==> config.mk <==
export PLATFORM = sky130hd
export DESIGN_NAME = axi_lite_master_flat
export DESIGN_NICKNAME = d
export VERILOG_FILES = /design/src/rtl/axi_lite_master_if.sv /design/src/rtl/axi_lite_master.sv /design/src/flat_wrapper.sv
export SDC_FILE = /design/constraint.sdc
export NUM_CORES = 1
export LEC_CHECK = 0
export ABC_AREA = 1
export BUFFER_PORTS_ARGS = -buffer_cell sky130_fd_sc_hd__buf_2
export CORE_AREA = 2 2 63 110
export DETAILED_ROUTE_END_ITERATION = 10
export DIE_AREA = 0 0 65 112
export PLACE_DENSITY = 0.84
export SYNTH_ARGS = -nofsm -noshare
export SYNTH_HDL_FRONTEND = slang
export SYNTH_SLANG_ARGS = --single-unit
==> constraint.sdc <==
create_clock -name a_clk -period 2.2 [get_ports a_clk]
set_clock_uncertainty 0.15 [all_clocks]
set_input_delay 0.22 -clock a_clk [delete_from_list [all_inputs] [get_ports a_clk]]
set_output_delay 0.22 -clock a_clk [all_outputs]
set_load 0.005 [all_outputs]
==> src/rtl/axi_lite_master_if.sv <==
// AXI-Lite channel bundle between the command-driven master and its SRAM subordinate.
interface axi_lite_master_if #(
   parameter int ADDR_W = 18,
   parameter int DATA_W = 16
);
   logic                  aw_valid;
   logic                  aw_ready;
   logic [ADDR_W-1:0]     aw_addr;
   logic                  aw_prot;
   logic                  w_valid;
   logic                  w_ready;
   logic [DATA_W-1:0]     w_data;
   logic [DATA_W/8-1:0]   w_strb;
   logic                  b_valid;
   logic                  b_ready;
   logic [1:0]            b_resp;
   logic                  ar_valid;
   logic                  ar_ready;
   logic [ADDR_W-1:0]     ar_addr;
   logic                  ar_prot;
   logic                  r_valid;
   logic                  r_ready;
   logic [DATA_W-1:0]     r_data;
   logic [1:0]            r_resp;

   modport master (
      output aw_valid, aw_addr, aw_prot, w_valid, w_data, w_strb, b_ready,
             ar_valid, ar_addr, ar_prot, r_ready,
      input  aw_ready, w_ready, b_valid, b_resp, ar_ready, r_valid, r_data, r_resp
   );

   modport slave (
      input  aw_valid, aw_addr, aw_prot, w_valid, w_data, w_strb, b_ready,
             ar_valid, ar_addr, ar_prot, r_ready,
      output aw_ready, w_ready, b_valid, b_resp, ar_ready, r_valid, r_data, r_resp
   );
endinterface

==> src/rtl/axi_lite_master.sv <==
// Command/response to AXI-Lite bridge: pipelined reads up to MAX_RD deep, single
// outstanding write, read and write phases never overlap so responses stay in order.
module axi_lite_master #(
   parameter int ADDR_W = 18,
   parameter int DATA_W = 16,
   parameter int MAX_RD = 4,
   localparam int STRB_W = DATA_W / 8,
   localparam int CNT_W  = $clog2(MAX_RD + 1)
) (
   input  logic               a_clk,
   input  logic               a_rst,
   input  logic               cmd_valid_i,
   output logic               cmd_ready_o,
   input  logic               cmd_we_i,
   input  logic [ADDR_W-1:0]  cmd_addr_i,
   input  logic [DATA_W-1:0]  cmd_wdata_i,
   input  logic [STRB_W-1:0]  cmd_strb_i,
   output logic               rsp_valid_o,
   input  logic               rsp_ready_i,
   output logic               rsp_we_o,
   output logic [DATA_W-1:0]  rsp_data_o,
   output logic [1:0]         rsp_resp_o,
   axi_lite_master_if.master  axi,
   output logic [CNT_W-1:0]   rd_cnt_o,
   output logic               proto_err_o
);
   logic               wr_busy_q,   wr_busy_d;
   logic               aw_valid_q,  aw_valid_d;
   logic               w_valid_q,   w_valid_d;
   logic               ar_valid_q,  ar_valid_d;
   logic [ADDR_W-1:0]  aw_addr_q,   aw_addr_d;
   logic [ADDR_W-1:0]  ar_addr_q,   ar_addr_d;
   logic [DATA_W-1:0]  w_data_q,    w_data_d;
   logic [STRB_W-1:0]  w_strb_q,    w_strb_d;
   logic [CNT_W-1:0]   rd_cnt_q,    rd_cnt_d;
   logic               proto_err_q, proto_err_d;

   logic rd_room, wr_clear, rd_acc, wr_acc;
   logic r_ready, b_ready, r_done, b_done, r_stray, b_stray;

   // Write needs the read side fully drained; a read only needs a free slot.
   always_comb begin
      rd_room     = rd_cnt_q < CNT_W'(MAX_RD);
      wr_clear    = (rd_cnt_q == '0) && !ar_valid_q;
      cmd_ready_o = !a_rst && !wr_busy_q && (!ar_valid_q || axi.ar_ready) &&
                    (cmd_we_i ? wr_clear : rd_room);
   end

   assign rd_acc = cmd_valid_i && cmd_ready_o && !cmd_we_i;
   assign wr_acc = cmd_valid_i && cmd_ready_o &&  cmd_we_i;

   always_comb begin
      rsp_valid_o = 1'b0;
      rsp_we_o    = 1'b0;
      rsp_data_o  = '0;
      rsp_resp_o  = '0;
      r_ready     = 1'b0;
      b_ready     = 1'b0;
      if (wr_busy_q) begin
         rsp_valid_o = axi.b_valid;
         rsp_we_o    = 1'b1;
         rsp_resp_o  = axi.b_resp;
         b_ready     = rsp_ready_i;
      end else begin
         rsp_valid_o = axi.r_valid && (rd_cnt_q != '0);
         rsp_data_o  = axi.r_data;
         rsp_resp_o  = axi.r_resp;
         // Beats nobody asked for are swallowed so the subordinate cannot wedge us.
         r_ready     = (rd_cnt_q == '0) ? 1'b1 : rsp_ready_i;
         b_ready     = 1'b1;
      end
   end

   assign r_done  = axi.r_valid && r_ready && (rd_cnt_q != '0);
   assign r_stray = axi.r_valid && !wr_busy_q && (rd_cnt_q == '0);
   assign b_done  = axi.b_valid && b_ready && wr_busy_q;
   assign b_stray = axi.b_valid && !wr_busy_q;

   always_comb begin
      ar_valid_d  = ar_valid_q;
      ar_addr_d   = ar_addr_q;
      aw_valid_d  = aw_valid_q;
      aw_addr_d   = aw_addr_q;
      w_valid_d   = w_valid_q;
      w_data_d    = w_data_q;
      w_strb_d    = w_strb_q;
      wr_busy_d   = wr_busy_q;
      rd_cnt_d    = rd_cnt_q + CNT_W'(rd_acc) - CNT_W'(r_done);
      proto_err_d = proto_err_q || r_stray || b_stray;

      if (rd_acc) begin
         ar_valid_d = 1'b1;
         ar_addr_d  = cmd_addr_i;
      end else if (axi.ar_ready) begin
         ar_valid_d = 1'b0;
      end

      if (wr_acc) begin
         wr_busy_d  = 1'b1;
         aw_valid_d = 1'b1;
         w_valid_d  = 1'b1;
         aw_addr_d  = cmd_addr_i;
         w_data_d   = cmd_wdata_i;
         w_strb_d   = cmd_strb_i;
      end else begin
         if (axi.aw_ready) aw_valid_d = 1'b0;
         if (axi.w_ready)  w_valid_d  = 1'b0;
         if (b_done)       wr_busy_d  = 1'b0;
      end
   end

   always_ff @(posedge a_clk) begin
      if (a_rst) begin
         wr_busy_q   <= 1'b0;
         aw_valid_q  <= 1'b0;
         w_valid_q   <= 1'b0;
         ar_valid_q  <= 1'b0;
         aw_addr_q   <= '0;
         ar_addr_q   <= '0;
         w_data_q    <= '0;
         w_strb_q    <= '0;
         rd_cnt_q    <= '0;
         proto_err_q <= 1'b0;
      end else begin
         wr_busy_q   <= wr_busy_d;
         aw_valid_q  <= aw_valid_d;
         w_valid_q   <= w_valid_d;
         ar_valid_q  <= ar_valid_d;
         aw_addr_q   <= aw_addr_d;
         ar_addr_q   <= ar_addr_d;
         w_data_q    <= w_data_d;
         w_strb_q    <= w_strb_d;
         rd_cnt_q    <= rd_cnt_d;
         proto_err_q <= proto_err_d;
      end
   end

   assign axi.aw_valid = aw_valid_q;
   assign axi.aw_addr  = aw_addr_q;
   assign axi.aw_prot  = 1'b0;
   assign axi.w_valid  = w_valid_q;
   assign axi.w_data   = w_data_q;
   assign axi.w_strb   = w_strb_q;
   assign axi.b_ready  = b_ready;
   assign axi.ar_valid = ar_valid_q;
   assign axi.ar_addr  = ar_addr_q;
   assign axi.ar_prot  = 1'b0;
   assign axi.r_ready  = r_ready;

   assign rd_cnt_o    = rd_cnt_q;
   assign proto_err_o = proto_err_q;
endmodule

==> src/flat_wrapper.sv <==
// flat-port wrapper written by rule: the top's interface ports become plain ports
module axi_lite_master_flat 
#(
   parameter int ADDR_W = 18,
   parameter int DATA_W = 16,
   parameter int MAX_RD = 4,
   localparam int STRB_W = DATA_W / 8,
   localparam int CNT_W  = $clog2(MAX_RD + 1)
)
  (a_clk, a_rst, cmd_valid_i, cmd_ready_o, cmd_we_i, cmd_addr_i, cmd_wdata_i, cmd_strb_i, rsp_valid_o, rsp_ready_i, rsp_we_o, rsp_data_o, rsp_resp_o, rd_cnt_o, proto_err_o, axi_aw_valid, axi_aw_addr, axi_aw_prot, axi_w_valid, axi_w_data, axi_w_strb, axi_b_ready, axi_ar_valid, axi_ar_addr, axi_ar_prot, axi_r_ready, axi_aw_ready, axi_w_ready, axi_b_valid, axi_b_resp, axi_ar_ready, axi_r_valid, axi_r_data, axi_r_resp);
  axi_lite_master_if #(.ADDR_W(ADDR_W), .DATA_W(DATA_W)) axi_i ();
  input  logic a_clk;
  input  logic a_rst;
  input  logic cmd_valid_i;
  output logic cmd_ready_o;
  input  logic cmd_we_i;
  input  logic [ADDR_W-1:0] cmd_addr_i;
  input  logic [DATA_W-1:0] cmd_wdata_i;
  input  logic [STRB_W-1:0] cmd_strb_i;
  output logic rsp_valid_o;
  input  logic rsp_ready_i;
  output logic rsp_we_o;
  output logic [DATA_W-1:0] rsp_data_o;
  output logic [1:0] rsp_resp_o;
  output logic [CNT_W-1:0] rd_cnt_o;
  output logic proto_err_o;
  output wire logic [$bits(axi_i.aw_valid)-1:0] axi_aw_valid;
  output wire logic [$bits(axi_i.aw_addr)-1:0] axi_aw_addr;
  output wire logic [$bits(axi_i.aw_prot)-1:0] axi_aw_prot;
  output wire logic [$bits(axi_i.w_valid)-1:0] axi_w_valid;
  output wire logic [$bits(axi_i.w_data)-1:0] axi_w_data;
  output wire logic [$bits(axi_i.w_strb)-1:0] axi_w_strb;
  output wire logic [$bits(axi_i.b_ready)-1:0] axi_b_ready;
  output wire logic [$bits(axi_i.ar_valid)-1:0] axi_ar_valid;
  output wire logic [$bits(axi_i.ar_addr)-1:0] axi_ar_addr;
  output wire logic [$bits(axi_i.ar_prot)-1:0] axi_ar_prot;
  output wire logic [$bits(axi_i.r_ready)-1:0] axi_r_ready;
  input wire logic [$bits(axi_i.aw_ready)-1:0] axi_aw_ready;
  input wire logic [$bits(axi_i.w_ready)-1:0] axi_w_ready;
  input wire logic [$bits(axi_i.b_valid)-1:0] axi_b_valid;
  input wire logic [$bits(axi_i.b_resp)-1:0] axi_b_resp;
  input wire logic [$bits(axi_i.ar_ready)-1:0] axi_ar_ready;
  input wire logic [$bits(axi_i.r_valid)-1:0] axi_r_valid;
  input wire logic [$bits(axi_i.r_data)-1:0] axi_r_data;
  input wire logic [$bits(axi_i.r_resp)-1:0] axi_r_resp;
  assign axi_aw_valid = axi_i.aw_valid;
  assign axi_aw_addr = axi_i.aw_addr;
  assign axi_aw_prot = axi_i.aw_prot;
  assign axi_w_valid = axi_i.w_valid;
  assign axi_w_data = axi_i.w_data;
  assign axi_w_strb = axi_i.w_strb;
  assign axi_b_ready = axi_i.b_ready;
  assign axi_ar_valid = axi_i.ar_valid;
  assign axi_ar_addr = axi_i.ar_addr;
  assign axi_ar_prot = axi_i.ar_prot;
  assign axi_r_ready = axi_i.r_ready;
  assign axi_i.aw_ready = axi_aw_ready;
  assign axi_i.w_ready = axi_w_ready;
  assign axi_i.b_valid = axi_b_valid;
  assign axi_i.b_resp = axi_b_resp;
  assign axi_i.ar_ready = axi_ar_ready;
  assign axi_i.r_valid = axi_r_valid;
  assign axi_i.r_data = axi_r_data;
  assign axi_i.r_resp = axi_r_resp;
  axi_lite_master #(.ADDR_W(ADDR_W), .DATA_W(DATA_W), .MAX_RD(MAX_RD)) u_core (.a_clk(a_clk), .a_rst(a_rst), .cmd_valid_i(cmd_valid_i), .cmd_ready_o(cmd_ready_o), .cmd_we_i(cmd_we_i), .cmd_addr_i(cmd_addr_i), .cmd_wdata_i(cmd_wdata_i), .cmd_strb_i(cmd_strb_i), .rsp_valid_o(rsp_valid_o), .rsp_ready_i(rsp_ready_i), .rsp_we_o(rsp_we_o), .rsp_data_o(rsp_data_o), .rsp_resp_o(rsp_resp_o), .axi(axi_i), .rd_cnt_o(rd_cnt_o), .proto_err_o(proto_err_o));
endmodule
==> results.ini <==
[sta]
relSlewSlack = 0.6158
whs_ps = 7.781
finalSetupTns_ps = 0
min_period_ps = 2113
fmax_mhz = 473.3
fin_crit_sh = 0.9603
setup_violations = 0
tightest_slew_ps = 576.3
finalHoldViolCount = 0
layout_setup_ws_ps = 87.31
drv_slew = 0

[placed_design]
dpl.hpwl_um = 5130
place_inst = 663
routabilityCongestion = 0.7771
io_buffer_count = 149
dp_slack_ps = -26.52

[logic_synthesis]
synth_edf_count = 0
synth_top_cells_by_count = nor2_1, nand2_1, inv_1, dfxtp_1
syn-cell-area_um2 = 2815
synth_top_area_share = 0.4409
synth_top_area_cell = dfxtp_1
seq_area_frac_synth = 0.4409
yosysUniqueCellTypes = 22
yosys_most_used_dff = dfxtp_1
yosys-top-cells-area = dfxtp_1, nor2_1, nand2_1
synth-seq-cells = 62
postSynthAreaPerCell_um2 = 6.312
ys_warn_count = 0
synth.most_common_cell = nor2_1
netlist_instances = 446
synthArstFlopShare = 0

[die]
row_count = 39
initial_core_util = 0.4404
die_area_um2 = 7280
io_pins = 152
die_w_um = 65
fp.coreArea_um2 = 6392
die_y_um = 112

[worst_setup_path]
regToRegStartpoint = u_core.rd_cnt_o[0]
crit_buf_inv = 3
setup.worst_path.end = u_core.rd_cnt_o[2]
reg2reg_depth = 11
setup.worst_path.class = register to register
crit_top_cell = inv_2
rrSetupSlack_ps = 90
cp-end-kind = register
cp.required_ps = 2290
critPathLaunchType = register
reg2reg_to = u_core.rd_cnt_o[2]
path_delay_family = adder cells
startpoint = u_core.rd_cnt_o[0]
worstSetupPathDepth = 11
crit_slowest_cell = fa_2
max_stage_delay_ps = 360
crit_fanout = 3
crit_chain = nor3_2 > inv_1 > nand3_2 > nor2_1 > ha_1 > inv_2 > ha_4 > fa_2 > inv_2 > o21ai_2 > a21oi_1
arrival_ps = 2200

[worst_hold_path]
min_path_type = input port to register

[power_and_ir_drop]
peakVddDrop_mv = 0.6009
leakage_uw = 0.002608
totalPowerFinal_uw = 3767
pwr_density_cell_nw_per_um2 = 879.8

[global_route]
grt_max_degree = 56
track_usage = 0.2208
globalRouteOverflowTotal = 0
grt_pass1_wl_um = 12600
antenna_found_initial = 0
grt_pass1_vias = 3022

[layout]
num-fill-cells = 512
final_nets = 696
area_delta_synth_final_pct = 52.09
drive_gt1_frac = 0.2927
insertedDiodeCount = 0
finalNonFillerCells = 714

[route]
wl_per_cell_um = 11.13
ant_nets = 0
via_per_inst = 4.476
drt-total-wl_um = 7949
dr.pass1.iters = 4
drt_iter0_drc = 92
vias = 3196
drc = 0

[clocking]
clock_path_buffers = 2
clock_tree.root_cell = clkbuf_16
cts_tree = built
clock_latency_ps = 320
clk_pin_slew_worst_paths_ps = 50
numClockSinks = 62
cts_htree_levels = 3
cts_buffers = 9

[job]
maxCapViolCount = 0

[status]
status = completed

==> power by group <==
part / leakage (uW) / switching (uW) / internal (uW) / total, uW
sequential: 0.000506 / 79.7 / 1270 / 1350
clock: 0.000152 / 467 / 931 / 1400
combinational: 0.00195 / 565 / 451 / 1020
==> worst min-delay path by stage <==
| stage | from | end | slack (ps) | cells after the start |
|---|---|---|---|---|
| after global routing | cmd_addr_i[1] | u_core.axi.aw_addr[1] | 10 | 3 |
| after global placement | cmd_wdata_i[11] | u_core.axi.w_data[11] | 290 | 3 |
| after CTS | cmd_addr_i[7] | u_core.axi.aw_addr[7] | 3 | 3 |
| final | cmd_addr_i[8] | u_core.axi.ar_addr[8] | 8 | 3 |
| after floorplan | cmd_addr_i[0] | u_core.axi.ar_addr[0] | 200 | 2 |
| after detailed placement | cmd_wdata_i[3] | u_core.axi.w_data[3] | 300 | 3 |
==> sequential cells by signal, indices dropped and copies added, names as in the netlist <==
register             flops
u_core.axi.w_strb        2
u_core.axi.aw_addr      18
u_core.axi.ar_valid      1
u_core.rd_cnt_o          3
u_core.axi.w_data       16
u_core.axi.w_valid       1
u_core.axi.aw_valid      1
u_core.wr_busy_q         1
u_core.axi.ar_addr      18
u_core.proto_err_o       1
==> cell families after synthesis <==
logic type / after synthesis / share of synthesized area
AND/OR/NAND/NOR: 259 / 0.3596
buffers and inverters: 110 / 0.1613
flip-flops: 62 / 0.4409
AO/OA/AOI/OAI: 10 / 0.01777
adder cells (fa/ha/maj): 3 / 0.01600
XOR/XNOR: 1 / 0.003112
other: 1 / 0.001332
==> worst min-delay path, stage by stage <==
cell and delay (ps):
buf_2 90, nor2_1 40, nor2_1 80
==> per-layer routing <==
layer	global-route usage	vias up	share of wire
met3	0.05354	38	0.068
met5	0	-	0
met1	0.1955	1389	0.35
met4	0.1574	0	0.049
met2	0.4131	152	0.53
li1	-	1617	-
==> layout by cell type (no fill, tap or decap), types with 2 or more instances in the layout <==
| master | Yosys | routed |
|---|---|---|
| a21oi_1 | 7 | 7 |
| o21ai_0 | 3 | 2 |
| inv_2 | 1 | 3 |
| inv_1 | 87 | 85 |
| nand4_4 | 1 | 2 |
| dfxtp_1 | 62 | 61 |
| clkbuf_16 | 0 | 9 |
| nand2_1 | 120 | 120 |
| clkbuf_8 | 0 | 2 |
| buf_2 | 6 | 149 |
| dlygate4sd3_1 | 0 | 33 |
| conb_1 | 1 | 2 |
| buf_4 | 3 | 9 |
| nor2_1 | 132 | 132 |
| clkinv_2 | 0 | 3 |
==> repair_timing <==
| action | CTS | global route |
|---|---|---|
| resized for setup | 2 | 8 |
| setup buffers | 0 | 2 |
| hold buffers | 33 | 0 |
| pin swaps | 1 | 3 |
| setup endpoints to repair | 1 | 2 |
| hold endpoints to repair | 40 | 0 |
==> per-stage QoR <==
stage	util	area [um^2]
2_1_floorplan	-	2819
3_3_place_gp	0.5639	3605
3_5_place_dp	0.5639	3605
4_1_cts	0.6639	4244
5_1_grt	0.6698	4282
6_report	0.6698	4282
==> layout make-up <==
class	count	area [um^2]	share of cell area
Sequential cell	62	1242	0.2902
Multi-Input combinational cell	275	1161	0.2712
Timing Repair Buffer	191	1144	0.2671
Inverter	88	330.3	0.07715
Clock buffer	12	256.5	0.05991
Tap cell	82	102.6	0.02396
Clock inverter	4	45.04	0.01052
Power figures use the tool's default switching activity.
